### src/rtl/if_pc_stage.sv
// Instruction-fetch stage: PC register, IF/ID pipeline register and fetch-side run control.
// Optional target alignment check enabled by defining IF_PC_ALIGN_CHECK_EN.
module if_pc_stage #(
  parameter int unsigned           NB_PC      = 32,
  parameter int unsigned           NB_INSTR   = 32,
  parameter logic [NB_PC-1:0]      RESET_PC   = '0,
  parameter logic [NB_INSTR-1:0]   HALT_INSTR = NB_INSTR'(32'hFFFF_FFFF),
  parameter logic [NB_INSTR-1:0]   NOP_INSTR  = NB_INSTR'(32'h0000_0013)
) (
  input  logic                i_clk,
  input  logic                i_rst_n,
  input  logic [NB_PC-1:0]    i_next_pc,
  input  logic [NB_INSTR-1:0] i_instr,
  input  logic                i_stall,
  input  logic                i_flush,
  input  logic                i_run,
  input  logic                i_step,
  output logic [NB_PC-1:0]    o_pc,
  output logic [NB_PC-1:0]    o_pc_plus4,
  output logic [NB_PC-1:0]    o_ifid_pc,
  output logic [NB_INSTR-1:0] o_ifid_instr,
  output logic                o_ifid_valid,
  output logic                o_halted,
  output logic [1:0]          o_state,
  output logic [31:0]         o_instr_count,
  output logic                o_misaligned
);

  localparam int unsigned NB_CNT = 32;

  typedef enum logic [1:0] {
    ST_IDLE   = 2'd0,
    ST_RUN    = 2'd1,
    ST_STEP   = 2'd2,
    ST_HALTED = 2'd3
  } state_t;

  state_t              state_q;
  state_t              state_d;
  logic [NB_PC-1:0]    pc_q;
  logic [NB_PC-1:0]    ifid_pc_q;
  logic [NB_INSTR-1:0] ifid_instr_q;
  logic                ifid_valid_q;
  logic                halted_q;
  logic [NB_CNT-1:0]   count_q;
  logic                mis_q;

  logic adv;
  logic halt_hit;
  logic mis_hit;
  logic pc_load;
  logic commit;

  // State register
  always_ff @(posedge i_clk) begin
    if (!i_rst_n) begin
      state_q <= ST_IDLE;
    end else begin
      state_q <= state_d;
    end
  end

  // Next-state logic; a halt or a rejected target always wins
  always_comb begin
    state_d = state_q;
    unique case (state_q)
      ST_IDLE: begin
        if (i_run) begin
          state_d = ST_RUN;
        end else if (i_step) begin
          state_d = ST_STEP;
        end
      end
      ST_RUN: begin
        if (halt_hit || mis_hit) begin
          state_d = ST_HALTED;
        end else if (!i_run) begin
          state_d = ST_IDLE;
        end
      end
      ST_STEP: begin
        if (halt_hit || mis_hit) begin
          state_d = ST_HALTED;
        end else if (adv) begin
          state_d = ST_IDLE;
        end
      end
      ST_HALTED: state_d = ST_HALTED;
      default:   state_d = ST_IDLE;
    endcase
  end

  // Fetch control decode; flush overrides stall and suppresses the halt check
  always_comb begin
    adv      = 1'b0;
    halt_hit = 1'b0;
    mis_hit  = 1'b0;
    pc_load  = 1'b0;
    commit   = 1'b0;
    adv      = ((state_q == ST_RUN) || (state_q == ST_STEP)) && (!i_stall || i_flush);
    halt_hit = adv && !i_flush && (i_instr == HALT_INSTR);
`ifdef IF_PC_ALIGN_CHECK_EN
    mis_hit  = adv && !halt_hit && (i_next_pc[1:0] != 2'b00);
`endif
    pc_load  = adv && !halt_hit && !mis_hit;
    commit   = adv && !i_flush;
  end

  // PC and IF/ID pipeline register
  always_ff @(posedge i_clk) begin
    if (!i_rst_n) begin
      pc_q         <= RESET_PC;
      ifid_pc_q    <= '0;
      ifid_instr_q <= NOP_INSTR;
      ifid_valid_q <= 1'b0;
    end else begin
      if (pc_load) begin
        pc_q <= i_next_pc;
      end
      if (adv) begin
        ifid_pc_q    <= pc_q;
        ifid_instr_q <= i_flush ? NOP_INSTR : i_instr;
        ifid_valid_q <= !i_flush;
      end
    end
  end

  // Saturating commit counter and sticky status flags
  always_ff @(posedge i_clk) begin
    if (!i_rst_n) begin
      count_q  <= '0;
      halted_q <= 1'b0;
      mis_q    <= 1'b0;
    end else begin
      if (commit && (count_q != '1)) begin
        count_q <= count_q + NB_CNT'(1);
      end
      halted_q <= (state_d == ST_HALTED);
      if (mis_hit) begin
        mis_q <= 1'b1;
      end
    end
  end

  assign o_pc          = pc_q;
  assign o_pc_plus4    = pc_q + NB_PC'(4);
  assign o_ifid_pc     = ifid_pc_q;
  assign o_ifid_instr  = ifid_instr_q;
  assign o_ifid_valid  = ifid_valid_q;
  assign o_halted      = halted_q;
  assign o_state       = state_q;
  assign o_instr_count = count_q;
`ifdef IF_PC_ALIGN_CHECK_EN
  assign o_misaligned  = mis_q;
`else
  assign o_misaligned  = 1'b0;
`endif

endmodule

### config.mk
export PLATFORM = sky130hd
export DESIGN_NAME = if_pc_stage
export DESIGN_NICKNAME = d
export VERILOG_FILES = /design/src/rtl/if_pc_stage.sv
export SDC_FILE = /design/constraint.sdc
export NUM_CORES = 1
export LEC_CHECK = 0
export ABC_AREA = 1
export CORE_MARGIN = 2
export CORE_UTILIZATION = 48
export DETAILED_ROUTE_END_ITERATION = 8
export PLACE_DENSITY = 0.86
export SYNTH_ARGS = -nofsm -noshare
export SYNTH_HDL_FRONTEND = slang
export SYNTH_SLANG_ARGS = --single-unit
export TNS_END_PERCENT = 30
### constraint.sdc
create_clock -name i_clk -period 5.2 [get_ports i_clk]
set_clock_uncertainty 0.05 [all_clocks]
set_input_delay 0.52 -clock i_clk [delete_from_list [all_inputs] [get_ports i_clk]]
set_output_delay 0.52 -clock i_clk [all_outputs]
set_load 0.005 [all_outputs]
==> results of run 1 <==
-- metal layers --
metal  vias up  track usage  part of all wire
met3        30       0.0819             0.082
met2       270        0.467              0.49
met4         0       0.0866             0.017
met5         -            0                 0
li1       3237            -                 -
met1      2967        0.317              0.41
-- path summary, 6_finish.rpt --
path,start,endpoint,slack (ns),cells past startpoint
setup / recovery,o_pc[3],o_pc_plus4[28],1.86,11
hold / removal,o_ifid_instr[6],o_ifid_instr[6],0.41,2
setup reg to reg,o_state[1],o_pc[6],2.32,8
hold reg to reg,o_ifid_instr[6],o_ifid_instr[6],0.41,2
-- where the power goes --
part / internal (uW) / switching, uW / total (uW)
logic: 333 / 279 / 613
clock network: 814 / 450 / 1260
registers: 1100 / 91.5 / 1190
-- registers in the layout, indices dropped and copies added, names as in the netlist --
| name | cells |
|---|---|
| o_ifid_pc | 32 |
| o_ifid_valid | 1 |
| o_ifid_instr | 32 |
| o_pc | 32 |
| o_instr_count | 32 |
| o_halted | 1 |
| o_state | 2 |
-- critical path, cell delays in order, from the launching register on --
cell and delay, ns:
dfxtp_1 0.39, ha_1 0.23, nand3_1 0.10, nor2_2 0.18
nand3_2 0.16, nor2_4 0.15, nand2_2 0.09, nor2_4 0.15
nand2_2 0.09, nor2_2 0.11, xor2_1 0.17, clkdlybuf4s50_1 0.53
-- synth_stat cells (3+ instances only) --
cell,count,area (um2)
nand2_1,219,822
nor2_2,7,43.8
clkbuf_1,23,86.3
inv_1,47,176
ha_1,6,75.1
nand2_2,7,43.8
a21oi_1,77,385
xor2_1,36,315
nand4_1,7,43.8
nor3_1,20,100
buf_2,8,40.0
nand3_1,20,100
o21ai_0,71,355
nor2_1,152,571
o22ai_1,3,18.8
dfxtp_1,132,2640
nor2_4,3,33.8
buf_4,6,45.0
xnor2_1,15,131
buf_1,3,11.3
-- cells in the final DEF (no fill, tap or decap), drive strengths merged --
| master | Yosys | final |
|---|---|---|
| a21oi | 77 | 77 |
| and2 | 1 | 1 |
| buf | 19 | 6 |
| bufinv | 0 | 4 |
| clkbuf | 23 | 19 |
| clkdlybuf4s50 | 0 | 232 |
| clkinv | 0 | 7 |
| clkinvlp | 0 | 2 |
| conb | 1 | 1 |
| dfxtp | 132 | 132 |
| ha | 6 | 6 |
| inv | 49 | 49 |
| nand2 | 226 | 226 |
| nand3 | 21 | 21 |
| nand3b | 2 | 2 |
| nand4 | 8 | 8 |
| nor2 | 162 | 162 |
| nor3 | 23 | 23 |
| nor4 | 2 | 2 |
| o21ai | 71 | 71 |
| o22ai | 3 | 3 |
| or2 | 1 | 1 |
| xnor2 | 15 | 15 |
| xor2 | 36 | 36 |
-- cell type report --
cell class / instances / area, um2 / area share
multi-input cells: 655 / 3160 / 0.344
repair buffers: 238 / 2360 / 0.257
flip-flops and latches: 132 / 2640 / 0.288
well taps: 172 / 215 / 0.0234
clock buffers: 19 / 443 / 0.0482
inverters: 49 / 184 / 0.0200
clock inverters: 13 / 181 / 0.0197
-- through the flow --
step           hold slack (ns)  area, um2
2_1_floorplan            0.407       6180
3_3_place_gp             0.402       8570
3_5_place_dp             0.405       8570
4_1_cts                  0.414       9190
5_1_grt                  0.427       9190
6_report                 0.410       9190
-- cell families after synthesis --
family / Yosys count / synth area share
xor gates and xnor gates: 51 / 0.0723
buffers and inverters: 91 / 0.0630
and+or+nand+nor: 446 / 0.301
other: 1 / 0.000607
AOI/OAI and AO/OA: 151 / 0.123
adders and majority gates: 6 / 0.0121
DFF: 132 / 0.428
==> impl_metrics.toml, run 1 <==
[run_status]
status = "finished, final reports clean"

[route]
vias = 6504
dr.pass1.iters = 5
drc = 0
wirelength_mm = 18.9
drt-vias-per-instance = 5.09
wire_per_inst_um = 14.8
drtIter0Drc = 414
detail-route-antenna-nets = 0

[synthesis]
async_flop_share = 0
synth_area_mm2 = 0.00618
synth.distinct_cells = 32
syn-instance-count = 878
synth_seq_area_share = 0.428
yosys_most_used_dff = "dfxtp_1"
synth_fp_nets = 954
synth_edf_count = 0
yosys_warnings = 0
synth.avg_cell_area_um2 = 7.04
ys_ff_latch = 132

[sta]
fmax_ghz = 0.299
fin_crit_sh = 0.643
rsz0062_at_grt = "false"
relSlewSlack = 0.465
drv_slew = 0
layout_setup_ws_ns = 1.86
worst_pin_slew_ns = 0.801
final-hold-violation-count = 0
fin_setup_tns_ns = 0
setup_viol = 0
final.min_clock_period_ns = 3.34

[clocking]
path_clk_slew_ns = 0.06
post_cts_buffers = 0
cts_made_buffers = 17
cts_resized = 0
clk_path_buf_depth = 2
cts_tree = "yes"
cts_root_buf = "clkbuf_16"
hold_buffers = 0
clk_latency_ns = 0.42
cts.sink_count = 132
htreeDepth = 4

[final_layout]
final_cells = 1278
diodes = 0
syn_to_final_growth_pct = 48.7
nNetsFinal = 1169
postLayoutCoreUtil = 0.728
fillers = 1039
drive_gt1_frac = 0.0579

[critical_path]
crit_required_ns = 4.63
crit_arrival_ns = 2.77
cp-start-kind = "flop"
crit_type = "flop to output port"
worstPathMaxFanout = 5
end_kind = "output port"

[global_route]
grt.overflow.total = 0
grt_max_degree = 75
grt_pass1_wl_mm = 30.2
antenna_found_initial = 0
grt.total_usage = 0.269
grt_pass1_vias = 6032

[power_and_ir_drop]
power.density_mw_per_mm2 = 334
ir_drop_uv = 208
p_leak_uw = 0.00338
power_uw = 3070

[floorplan]
fp.dieW_um = 117
fp.dieH_um = 117
start_util = 0.490
dieArea_mm2 = 0.0138
ios = 235
coreArea_mm2 = 0.0126
num_rows = 41

[place]
dp.cells = 1246
place_congestion = 0.908
dp_slack_ns = 2.22
dpl.hpwl_mm = 13.4
io_buffers = 233

[run]
drv_cap = 0

[hold_path]
hold_class = "flop to flop"
Power figures use the tool's default switching activity.
==> inputs of run 2 (changes only) <==
--- a/config.mk
+++ b/config.mk
@@ -7,9 +7,9 @@
 export LEC_CHECK = 0
 export ABC_AREA = 1
 export CORE_MARGIN = 2
-export CORE_UTILIZATION = 48
+export CORE_UTILIZATION = 44
 export DETAILED_ROUTE_END_ITERATION = 8
-export PLACE_DENSITY = 0.86
+export PLACE_DENSITY = 0.8
 export SYNTH_ARGS = -nofsm -noshare
 export SYNTH_HDL_FRONTEND = slang
 export SYNTH_SLANG_ARGS = --single-unit
==> constraint.sdc (replaced) <==
create_clock -name i_clk -period 3.42 [get_ports i_clk]
set_clock_uncertainty 0.05 [all_clocks]
set_input_delay 0.342 -clock i_clk [delete_from_list [all_inputs] [get_ports i_clk]]
set_output_delay 0.342 -clock i_clk [all_outputs]
set_load 0.005 [all_outputs]
==> impl_metrics.toml, run 2 (same netlist as run 1, synthesis figures left out) <==
[critical_path]
crit_buf_inv = 1
cp-start-kind = "flop"
startpoint = "o_pc[3]"
crit_chain = "ha_2, nand3_1, nor2_2, nand3_2, nor2_4, nand2_2, nor2_4, nand2_2, nor2_2, xor2_1, clkdlybuf4s50_1"
end_kind = "output port"
cpLargestDelayFamily = "simple AND/OR/NAND/NOR gates"
rr_worst_depth = 9
r2r_start = "o_state[0]"
worstPathMaxFanout = 5
worst-path-stages = 11
crit_arrival_ns = 2.82
slowest_delay_ns = 0.56
critPathSlowestCell = "clkdlybuf4s50_1"
crit_type = "flop to output port"
crit_required_ns = 3.03

[power_and_ir_drop]
power.density_mw_per_mm2 = 513
p_leak_uw = 0.00339
power_uw = 4740
ir_drop_uv = 309

[route]
wirelength_mm = 18.7
drt-vias-per-instance = 5.01
wire_per_inst_um = 14.5
vias = 6453
detail-route-antenna-nets = 0
drc = 0
drtIter0Drc = 419
dr.pass1.iters = 5

[clocking]
clk_path_buf_depth = 2
post_cts_buffers = 0
cts_resized = 0
path_clk_slew_ns = 0.06
hold_buffers = 0
cts_tree = "yes"
cts.sink_count = 132
htreeDepth = 4
cts_made_buffers = 17
clk_latency_ns = 0.42
cts_root_buf = "clkbuf_16"

[sta]
fmax_ghz = 0.311
fin_crit_sh = 0.940
drv_slew = 0
final.min_clock_period_ns = 3.22
layout_setup_ws_ns = 0.205
setup_viol = 0
worst_pin_slew_ns = 0.844
final-hold-violation-count = 0
rsz0062_at_grt = "false"
fin_setup_tns_ns = 0
relSlewSlack = 0.437

[place]
dpl.hpwl_mm = 13.4
dp.cells = 1256
io_buffers = 233
dp_slack_ns = 0.643
place_congestion = 0.911

[final_layout]
nNetsFinal = 1171
final_cell_mix = "clkdlybuf4s50_1 (232), nand2_1 (219), nor2_1 (152), dfxtp_1 (132), a21oi_1 (77)"
diodes = 0
drive_gt1_frac = 0.0578
final_cells = 1288
syn_to_final_growth_pct = 49.5
final_common_cell = "clkdlybuf4s50_1"
postLayoutCoreUtil = 0.671

[floorplan]
dieArea_mm2 = 0.0150
ios = 235
fp.dieW_um = 123
num_rows = 43
start_util = 0.449
coreArea_mm2 = 0.0138
fp.dieH_um = 123

[global_route]
grt_pass1_wl_mm = 29.5
grt.overflow.total = 0
grt_max_degree = 74
grt_pass1_vias = 5928
antenna_found_initial = 0
grt.total_usage = 0.250

[hold_path]
hold_class = "flop to flop"
worstHoldStart = "o_ifid_instr[19]"
worstHoldPathCells = 2

[run_status]
status = "finished, final reports clean"

[run]
drv_cap = 0
==> run 2: changes by cell type in the layout (fill, tap and decap cells not counted), sizes merged <==
cell | before | now
inv | 49 | 48
bufinv | 4 | 5
buf | 6 | 8
clkbuf | 19 | 23
clkinv | 7 | 3
==> run 2: cell type report <==
| class | count | area (um2) |
|---|---|---|
| timing repair buffer | 240 | 2380 |
| tap | 180 | 225 |
| clock inverter | 9 | 175 |
| sequential | 132 | 2640 |
| fill | 1196 | 4540 |
| multi-input combinational | 655 | 3160 |
| clock buffer | 23 | 468 |
| inverter | 49 | 184 |
==> run 2: final timing paths <==
| check | endpoint | slack (ns) |
|---|---|---|
| max | o_pc_plus4[28] | 0.20 |
| min | o_ifid_instr[19] | 0.41 |
| max reg2reg | o_pc[27] | 0.91 |
| min reg2reg | o_ifid_instr[19] | 0.41 |
==> run 2: routing by layer <==
| layer | vias to the layer above | global-route usage | routed length (um) | part of all wire |
|---|---|---|---|---|
| li1 | 3241 | - | - | - |
| met1 | 2948 | 0.302 | 7810 | 0.42 |
| met2 | 245 | 0.415 | 8940 | 0.48 |
| met3 | 19 | 0.0878 | 1720 | 0.092 |
| met4 | 0 | 0.0805 | 252 | 0.013 |
| met5 | - | 0 | 0 | 0 |
==> run 2: tightest hold or removal path: cells and delay by family (launching register included) <==
family	cells	cell delay, ns
flops	1	0.31
compound gates	1	0.05
simple gates	1	0.06
==> run 2: stage by stage <==
stage,instance area (um2),hold slack (ns)
CTS,9230,0.413
finish,9240,0.412
floorplan,6180,0.407
detailed placement,8590,0.405
global placement,8590,0.399
global route,9240,0.435
==> run 2: where the power goes <==
part / leakage (uW) / switching, uW / internal, uW
Sequential: 0.00108 / 132 / 1670
Clock: 0.000307 / 670 / 1330
Combinational: 0.00200 / 420 / 511
==> inputs of run 3 (changes only) <==
--- a/config.mk
+++ b/config.mk
@@ -7,9 +7,9 @@
 export LEC_CHECK = 0
 export ABC_AREA = 1
 export CORE_MARGIN = 2
-export CORE_UTILIZATION = 44
+export CORE_UTILIZATION = 40
 export DETAILED_ROUTE_END_ITERATION = 8
-export PLACE_DENSITY = 0.8
+export PLACE_DENSITY = 0.74
 export SYNTH_ARGS = -nofsm -noshare
 export SYNTH_HDL_FRONTEND = slang
 export SYNTH_SLANG_ARGS = --single-unit
==> impl_metrics.toml, run 3 (same netlist as run 1, synthesis figures left out) <==
[critical_path]
crit_type = "flop to output port"
crit_required_ns = 3.03
end_kind = "output port"
cp-start-kind = "flop"
rr_worst_depth = 9
crit_arrival_ns = 2.73
worstPathMaxFanout = 5

[floorplan]
coreArea_mm2 = 0.0151
num_rows = 45
start_util = 0.408
fp.dieH_um = 128
ios = 235
fp.dieW_um = 128
dieArea_mm2 = 0.0165

[route]
detail-route-antenna-nets = 0
drc = 0
drt-vias-per-instance = 4.86
wire_per_inst_um = 14.4
wirelength_mm = 18.6
vias = 6297
drtIter0Drc = 339
dr.pass1.iters = 5

[place]
io_buffers = 233
placed_area_mm2 = 0.00860
dp.cells = 1264
dp_slack_ns = 0.719
place_congestion = 0.918
dpl.hpwl_mm = 13.4

[global_route]
grt_pass1_vias = 5760
grt_pass1_wl_mm = 29.4
antenna_found_initial = 0
grt_max_degree = 74
grt.overflow.total = 0
grt.total_usage = 0.225

[run]
drv_cap = 0

[clocking]
cts_root_buf = "clkbuf_16"
cts_tree = "yes"
clk_latency_ns = 0.41
clk_path_buf_depth = 2
post_cts_buffers = 0
hold_buffers = 0
htreeDepth = 4
cts_made_buffers = 17
path_clk_slew_ns = 0.06
cts_resized = 0
cts.sink_count = 132

[run_status]
status = "finished, final reports clean"

[sta]
fin_setup_tns_ns = 0
final.min_clock_period_ns = 3.13
rsz0062_at_grt = "false"
fmax_ghz = 0.320
setup_viol = 0
drv_slew = 0
fin_crit_sh = 0.914
final-hold-violation-count = 0
relSlewSlack = 0.425
layout_setup_ws_ns = 0.294
worst_pin_slew_ns = 0.861

[power_and_ir_drop]
p_leak_uw = 0.00338
ir_drop_uv = 351
power.density_mw_per_mm2 = 503

[final_layout]
nNetsFinal = 1171
final_cells = 1295
design_area_mm2 = 0.00922
postLayoutCoreUtil = 0.609
diodes = 0
final_common_cell = "clkdlybuf4s50_1"
drive_gt1_frac = 0.0587
final_cell_mix = "clkdlybuf4s50_1 (232), nand2_1 (219), nor2_1 (152), dfxtp_1 (132), a21oi_1 (77)"
syn_to_final_growth_pct = 49.2

[hold_path]
hold_class = "flop to flop"
worstHoldPathCells = 2
## run 3: cell types whose count changed in the layout (fill, tap and decap cells not counted), sizes merged
cell and delta:
bufinv -2, clkinvlp +1
## run 3: layer usage
metal,vias up,GRT usage,part of all wire
li1,3240,-,-
met1,2826,0.274,0.43
met2,210,0.368,0.47
met3,21,0.0814,0.083
met4,0,0.0789,0.017
met5,-,0,0
## run 3: critical path: stages, from the launching register on
cell and delay, ns:
dfxtp_1 0.39, ha_1 0.24, nand3_1 0.11, nor2_2 0.18
nand3_2 0.15, nor2_4 0.16, nand2_2 0.10, nor2_4 0.15
nand2_2 0.09, nor2_2 0.11, xor2_1 0.14, clkdlybuf4s50_1 0.51
## run 3: where the power goes
group	total (uW)	switching, uW	leakage (uW)	internal [uW]
registers	1800	131	0.00108	1670
logic	928	418	0.00201	510
clock network	1910	673	0.000297	1240
## run 3: final timing paths
check                   start                to  slack, ns
max                   o_pc[3]    o_pc_plus4[28]       0.29
min reg2reg  o_ifid_instr[18]  o_ifid_instr[18]       0.41
max reg2reg        o_state[1]          o_pc[28]       0.94
min          o_ifid_instr[18]  o_ifid_instr[18]       0.41
## run 3: cell type report
cell class	count	area, um2
Clock inverter	8	123
Clock buffer	23	498
Timing Repair Buffer	240	2380
Sequential cell	132	2640
Inverter	49	184
Tap cell	188	235
Multi-Input combinational cell	655	3160
Fill cell	1416	5920
## run 3: per-stage QoR
stage                     hold WS [ns]  total power, uW
after global routing             0.432             4860
after global placement           0.399             2760
after CTS                        0.415             4680
after floorplan                  0.407             2190
final                            0.413             4640
after detailed placement         0.406             2770
